--- src/rtl/truth_table_sweeper_if.sv ---
// Bus between a truth-table sweeper and its controller / device under test.
//   start, abort     : sweep control (controller -> sweeper)
//   expected[7:0]    : expected truth table, latched by the sweeper at sweep start
//   y                : response of the combinational block under test
//   a, b, c          : stimulus vector; a is the MSB of the 3-bit index
//   busy, done       : sweeper status
//   pass, fail_idx   : comparison result, meaningful while done is high
//   captured[7:0]    : measured truth table
interface truth_table_sweeper_if;
    logic       start;
    logic       abort;
    logic [7:0] expected;
    logic       y;
    logic       a;
    logic       b;
    logic       c;
    logic       busy;
    logic       done;
    logic       pass;
    logic [7:0] captured;
    logic [2:0] fail_idx;

    // Controller side: drives control, expected table and the DUT response.
    modport master (
        output start, abort, expected, y,
        input  a, b, c, busy, done, pass, captured, fail_idx
    );

    // Sweeper side.
    modport slave (
        input  start, abort, expected, y,
        output a, b, c, busy, done, pass, captured, fail_idx
    );
endinterface

--- src/rtl/truth_table_sweeper.sv ---
// Sweeps all eight {a,b,c} vectors into a 3-input combinational block, holds
// each for SETTLE_CYCLES cycles, samples y at the end of the hold, and compares
// the measured truth table against an expected one latched at sweep start.
// Ports:
//   clk   : clock, rising edge
//   rst_n : synchronous active-low reset
//   bus   : truth_table_sweeper_if.slave (control, stimulus, response, result)
module truth_table_sweeper #(
    parameter int unsigned SETTLE_CYCLES = 4
) (
    input  logic                  clk,
    input  logic                  rst_n,
    truth_table_sweeper_if.slave  bus
);

    localparam int unsigned CNT_W = 8;
    localparam int unsigned IDX_W = 3;
    localparam int unsigned TT_W  = 8;

    localparam logic [CNT_W-1:0] CNT_LAST = CNT_W'(SETTLE_CYCLES - 1);
    localparam logic [IDX_W-1:0] IDX_LAST = IDX_W'(TT_W - 1);

    typedef enum logic [1:0] {
        ST_IDLE   = 2'd0,
        ST_SETTLE = 2'd1,
        ST_DONE   = 2'd2
    } state_t;

    state_t           state_q;
    logic [IDX_W-1:0] idx_q;
    logic [IDX_W-1:0] abc_q;
    logic [CNT_W-1:0] cnt_q;
    logic [TT_W-1:0]  captured_q;
    logic [TT_W-1:0]  expected_q;
    logic             busy_q;
    logic             done_q;

    logic [TT_W-1:0]  mismatch_c;
    logic [IDX_W-1:0] first_mismatch_c;

    // Sweep controller: state, stimulus index, settle counter and capture.
    always_ff @(posedge clk) begin
        if (!rst_n) begin
            state_q    <= ST_IDLE;
            idx_q      <= '0;
            abc_q      <= '0;
            cnt_q      <= '0;
            captured_q <= '0;
            expected_q <= '0;
            busy_q     <= 1'b0;
            done_q     <= 1'b0;
        end else begin
            case (state_q)
                ST_IDLE, ST_DONE: begin
                    if (bus.start) begin
                        expected_q <= bus.expected;
                        captured_q <= '0;
                        idx_q      <= '0;
                        abc_q      <= '0;
                        cnt_q      <= '0;
                        busy_q     <= 1'b1;
                        done_q     <= 1'b0;
                        state_q    <= ST_SETTLE;
                    end
                end
                ST_SETTLE: begin
                    // Abort wins over a sample due on the same edge.
                    if (bus.abort) begin
                        idx_q   <= '0;
                        abc_q   <= '0;
                        cnt_q   <= '0;
                        busy_q  <= 1'b0;
                        state_q <= ST_IDLE;
                    end else if (cnt_q == CNT_LAST) begin
                        captured_q[idx_q] <= bus.y;
                        if (idx_q == IDX_LAST) begin
                            // Last vector stays on the pins through DONE.
                            busy_q  <= 1'b0;
                            done_q  <= 1'b1;
                            state_q <= ST_DONE;
                        end else begin
                            idx_q <= idx_q + IDX_W'(1);
                            abc_q <= idx_q + IDX_W'(1);
                            cnt_q <= '0;
                        end
                    end else begin
                        cnt_q <= cnt_q + CNT_W'(1);
                    end
                end
                default: begin
                    state_q <= ST_IDLE;
                end
            endcase
        end
    end

    // Lowest mismatching index: scan downward so the lowest hit is written last.
    always_comb begin
        mismatch_c       = captured_q ^ expected_q;
        first_mismatch_c = '0;
        for (int i = TT_W - 1; i >= 0; i--) begin
            if (mismatch_c[i]) begin
                first_mismatch_c = IDX_W'(i);
            end
        end
    end

    assign bus.a        = abc_q[2];
    assign bus.b        = abc_q[1];
    assign bus.c        = abc_q[0];
    assign bus.busy     = busy_q;
    assign bus.done     = done_q;
    assign bus.captured = captured_q;
    assign bus.pass     = done_q && (mismatch_c == '0);
    assign bus.fail_idx = (done_q && (mismatch_c != '0)) ? first_mismatch_c : '0;

endmodule

--- src/flat_wrapper.sv ---
// flat-port wrapper written by rule: the top's interface ports become plain ports
module truth_table_sweeper_flat 
#(
    parameter int unsigned SETTLE_CYCLES = 4
)
  (clk, rst_n, bus_start, bus_abort, bus_expected, bus_y, bus_a, bus_b, bus_c, bus_busy, bus_done, bus_pass, bus_captured, bus_fail_idx);
  truth_table_sweeper_if bus_i ();
  input  logic clk;
  input  logic rst_n;
  input wire logic [$bits(bus_i.start)-1:0] bus_start;
  input wire logic [$bits(bus_i.abort)-1:0] bus_abort;
  input wire logic [$bits(bus_i.expected)-1:0] bus_expected;
  input wire logic [$bits(bus_i.y)-1:0] bus_y;
  output wire logic [$bits(bus_i.a)-1:0] bus_a;
  output wire logic [$bits(bus_i.b)-1:0] bus_b;
  output wire logic [$bits(bus_i.c)-1:0] bus_c;
  output wire logic [$bits(bus_i.busy)-1:0] bus_busy;
  output wire logic [$bits(bus_i.done)-1:0] bus_done;
  output wire logic [$bits(bus_i.pass)-1:0] bus_pass;
  output wire logic [$bits(bus_i.captured)-1:0] bus_captured;
  output wire logic [$bits(bus_i.fail_idx)-1:0] bus_fail_idx;
  assign bus_i.start = bus_start;
  assign bus_i.abort = bus_abort;
  assign bus_i.expected = bus_expected;
  assign bus_i.y = bus_y;
  assign bus_a = bus_i.a;
  assign bus_b = bus_i.b;
  assign bus_c = bus_i.c;
  assign bus_busy = bus_i.busy;
  assign bus_done = bus_i.done;
  assign bus_pass = bus_i.pass;
  assign bus_captured = bus_i.captured;
  assign bus_fail_idx = bus_i.fail_idx;
  truth_table_sweeper #(.SETTLE_CYCLES(SETTLE_CYCLES)) u_core (.clk(clk), .rst_n(rst_n), .bus(bus_i));
endmodule
--- config.mk ---
export PLATFORM = sky130hd
export DESIGN_NAME = truth_table_sweeper_flat
export DESIGN_NICKNAME = d
export VERILOG_FILES = /design/src/rtl/truth_table_sweeper_if.sv /design/src/rtl/truth_table_sweeper.sv /design/src/flat_wrapper.sv
export SDC_FILE = /design/constraint.sdc
export NUM_CORES = 1
export LEC_CHECK = 0
export CORE_MARGIN = 5
export CORE_UTILIZATION = 51
export DETAILED_ROUTE_END_ITERATION = 8
export PLACE_DENSITY_LB_ADDON = 0.2
export SLEW_MARGIN = 20
export SYNTH_ARGS = -nofsm -noshare
export SYNTH_HDL_FRONTEND = slang
export SYNTH_SLANG_ARGS = --single-unit
--- constraint.sdc ---
create_clock -name clk -period 2.15 [get_ports clk]
set_input_delay 0.5375 -clock clk [delete_from_list [all_inputs] [get_ports clk]]
set_output_delay 0.5375 -clock clk [all_outputs]
set_load 0.01 [all_outputs]
==> impl_metrics.toml <==
[critical_path]
startpoint = "u_core.bus.captured[4]$_SDFFE_PN0P_"
slowest_delay_ns = 0.37
crit_fanout = 3
timing.rr.start = "u_core.cnt_q[0]$_SDFFE_PN0P_"
crit_family = "flip-flops"
crit_slowest_cell = "dfxtp_4"
critPathRequiredTime_ns = 1.61
startpoint_type = "register"
crit_path_cell_trace = "xor2_2 > nor2b_2 > o31ai_1 > and3_1 > buf_2"
endpoint_kind = "output pin"
path_class = "reg -> out"
critPathArrivalTime_ns = 1.53
worst-path-buf-inv = 1

[power_and_ir_drop]
power_density_mw_per_mm2 = 584
clkPwrFrac = 0.385
pwr-share-comb = 0.128
p_switching_uw = 300
pwr-share-seq = 0.487
power.total_uw = 1240
leakage_uw = 0.000787
intPower_uw = 942
swShare = 0.242
peakVddDrop_mv = 0.399

[yosys]
syn-cell-area_mm2 = 0.00158
async_reset_ff_frac = 0
netlist-cell-type-count = 40
netlist_top_cells_count = "dfxtp_1, nand2_1, o211ai_1"
syn_avg_cell_area_um2 = 8.75
yosysWarnings = 0
yosysSeqAreaShare = 0.394
yosysMostFrequentCell = "dfxtp_1"
synth_flop_cell = "dfxtp_1"
synthTopCellsByArea = "dfxtp_1, nand2_1, o211ai_1"
synth_cells = 180
synth_edf_count = 0
ys_seq_elements = 31
yosys.area.top_type_share = 0.394
yosys.area.top_type = "dfxtp_1"
syn_nets = 196

[detailed_routing]
drc = 0
drt-initial-drc-count = 72
first_pass_iters = 4
wire_per_inst_um = 15.4
vias = 1520
postRouteAntennaNets = 0
wl_um = 3940
viasPerCell = 5.94

[floorplan]
core.rowCount = 20
start_util = 0.525
dieArea_mm2 = 0.00430
die_y_um = 65.6
die_w_um = 65.6
core_area_mm2 = 0.00300
io_pins = 30

[clock_tree]
numCtsBuffers = 5
clockBufferDepth = 2
cts_max_level = 2
insertion_delay_ns = 0.33
cts.reportedPaths.clkPinSlew_ns = 0.10
cts.sinks = 31
root_buffer = "clkbuf_4"
cts_tree = "built"

[cells_and_area]
drive_gt1_frac = 0.247
insertedDiodeCount = 0
final_area_mm2 = 0.00213
fin_util = 0.709
area_delta_synth_final_pct = 35.1
nets = 238
fillCellCount = 238

[sta]
slew_headroom = 0.725
fin_crit_sh = 0.962
finalCriticalPeriod_ns = 2.07
tightest_slew_ns = 0.412
skew_ns = 0.00303
setup_viol = 0
rsz0062_at_grt = "false"
hold_slack_ns = 0.495
fmax_mhz = 484
slew_viol_final = 0
final-hold-violation-count = 0

[placed_design]
gp_congestion = 0.786
post_dp_cell_area_mm2 = 0.00194
io_buffers = 29
place_hpwl_um = 3050

[job]
maxCapViolCount = 0

[global_routing]
use_met3 = 0.0410
grt_max_degree = 11
grt_overflow = 0
use_met1 = 0.179
antenna_found_initial = 0
busiest_layer = "met2"
grt_pass1_vias = 1459
grt_pass1_wl_um = 6410
grt_use_met2 = 0.398
grt.total_usage = 0.193

[hold_path]
hp-class = "reg -> reg"
holdCritStartpoint = "u_core.expected_q[2]$_SDFFE_PN0P_"

[status]
outcome = "complete, no violations"
cell type report:
type	instances	area, um^2	area share
repair buffers	42	368	0.173
inverters	1	3.75	0.00176
multi-input cells	141	990	0.465
well taps	33	41.3	0.0194
clock inverters	2	35.0	0.0165
flip-flops and latches	31	639	0.300
clock buffers	6	51.3	0.0241
sequential cells by signal, indices dropped and copies added, names as in the netlist:
signal / count
u_core.state_q: 2
u_core.bus.captured: 8
u_core.expected_q: 8
u_core.bus.done: 1
u_core.cnt_q: 8
u_core.abc_q: 3
u_core.bus.busy: 1
final timing paths:
check | end | slack, ns | depth (start not counted)
worst max-delay path | bus_fail_idx[0] | 0.08 | 5
worst min-delay path | u_core.expected_q[2]$_SDFFE_PN0P_ | 0.49 | 2
worst max register to register | u_core.bus.captured[7]$_SDFFE_PN0P_ | 0.32 | 5
worst min register to register | u_core.expected_q[2]$_SDFFE_PN0P_ | 0.49 | 2
cells in the final DEF, fill, tap and decap left out, types with 2 or more instances in the layout:
master / count
ha_1: 3
nand3_1: 3
nor3_1: 3
o21ai_2: 2
xnor2_1: 3
a21oi_1: 5
o21ai_1: 8
and3_1: 2
dfxtp_1: 22
xor2_2: 3
nor2b_1: 4
clkbuf_4: 5
o21ai_0: 4
nand2b_1: 6
and4_2: 2
nand2_1: 26
nor2_1: 9
or3_4: 2
a21boi_0: 10
clkdlybuf4s50_1: 25
dfxtp_4: 3
buf_2: 3
xor2_1: 6
o21a_1: 2
buf_4: 13
o22ai_1: 3
o2111ai_1: 4
o211ai_1: 12
dfxtp_2: 6
power groups by stage:
stage                     Sequential (uW)  Combinational (uW)  Clock [uW]
after floorplan                       614                85.1           0
after global placement                618                 137           0
after detailed placement              618                 144           0
after CTS                             606                 155         485
after global routing                  607                 171         516
final                                 605                 159         479
metrics by stage:
| stage | setup TNS, ns | setup slack [ns] | instances |
|---|---|---|---|
| floorplan | 0 | 0.518 | 180 |
| global route | 0 | 0.0375 | 256 |
| detailed placement | -0.0453 | -0.0453 | 244 |
| CTS | -0.00116 | -0.00116 | 256 |
| finish | 0 | 0.0820 | 256 |
| global placement | -0.0167 | -0.0167 | 244 |
cells by family after synthesis:
| group | Yosys count | share of synthesized area |
|---|---|---|
| and+or+nand+nor | 70 | 0.248 |
| AOI/OAI and AO/OA | 54 | 0.235 |
| DFF | 31 | 0.394 |
| xor gates and xnor gates | 14 | 0.0778 |
| buffers and inverters | 8 | 0.0214 |
| adders and majority gates | 3 | 0.0238 |
layer usage:
metal	wire length [um]	share of wire
met1	1510	0.38
met2	2190	0.56
met3	135	0.034
met4	108	0.027
met5	0	0
worst register-to-register path, cell delays in order, from the launching register on:
cell       delay [ns]
dfxtp_1          0.43
ha_1             0.29
nor4b_4          0.38
o2111ai_1        0.30
o211ai_1         0.24
o21ai_1          0.10
timing repair:
action	in CTS	in global routing
hold endpoints to repair	0	0
setup endpoints to repair	4	3
pin swaps	7	3
resized for setup	25	13
buffers inserted	4	0
hold buffers	0	0
Note: power is estimated with default switching activity, not from simulation.
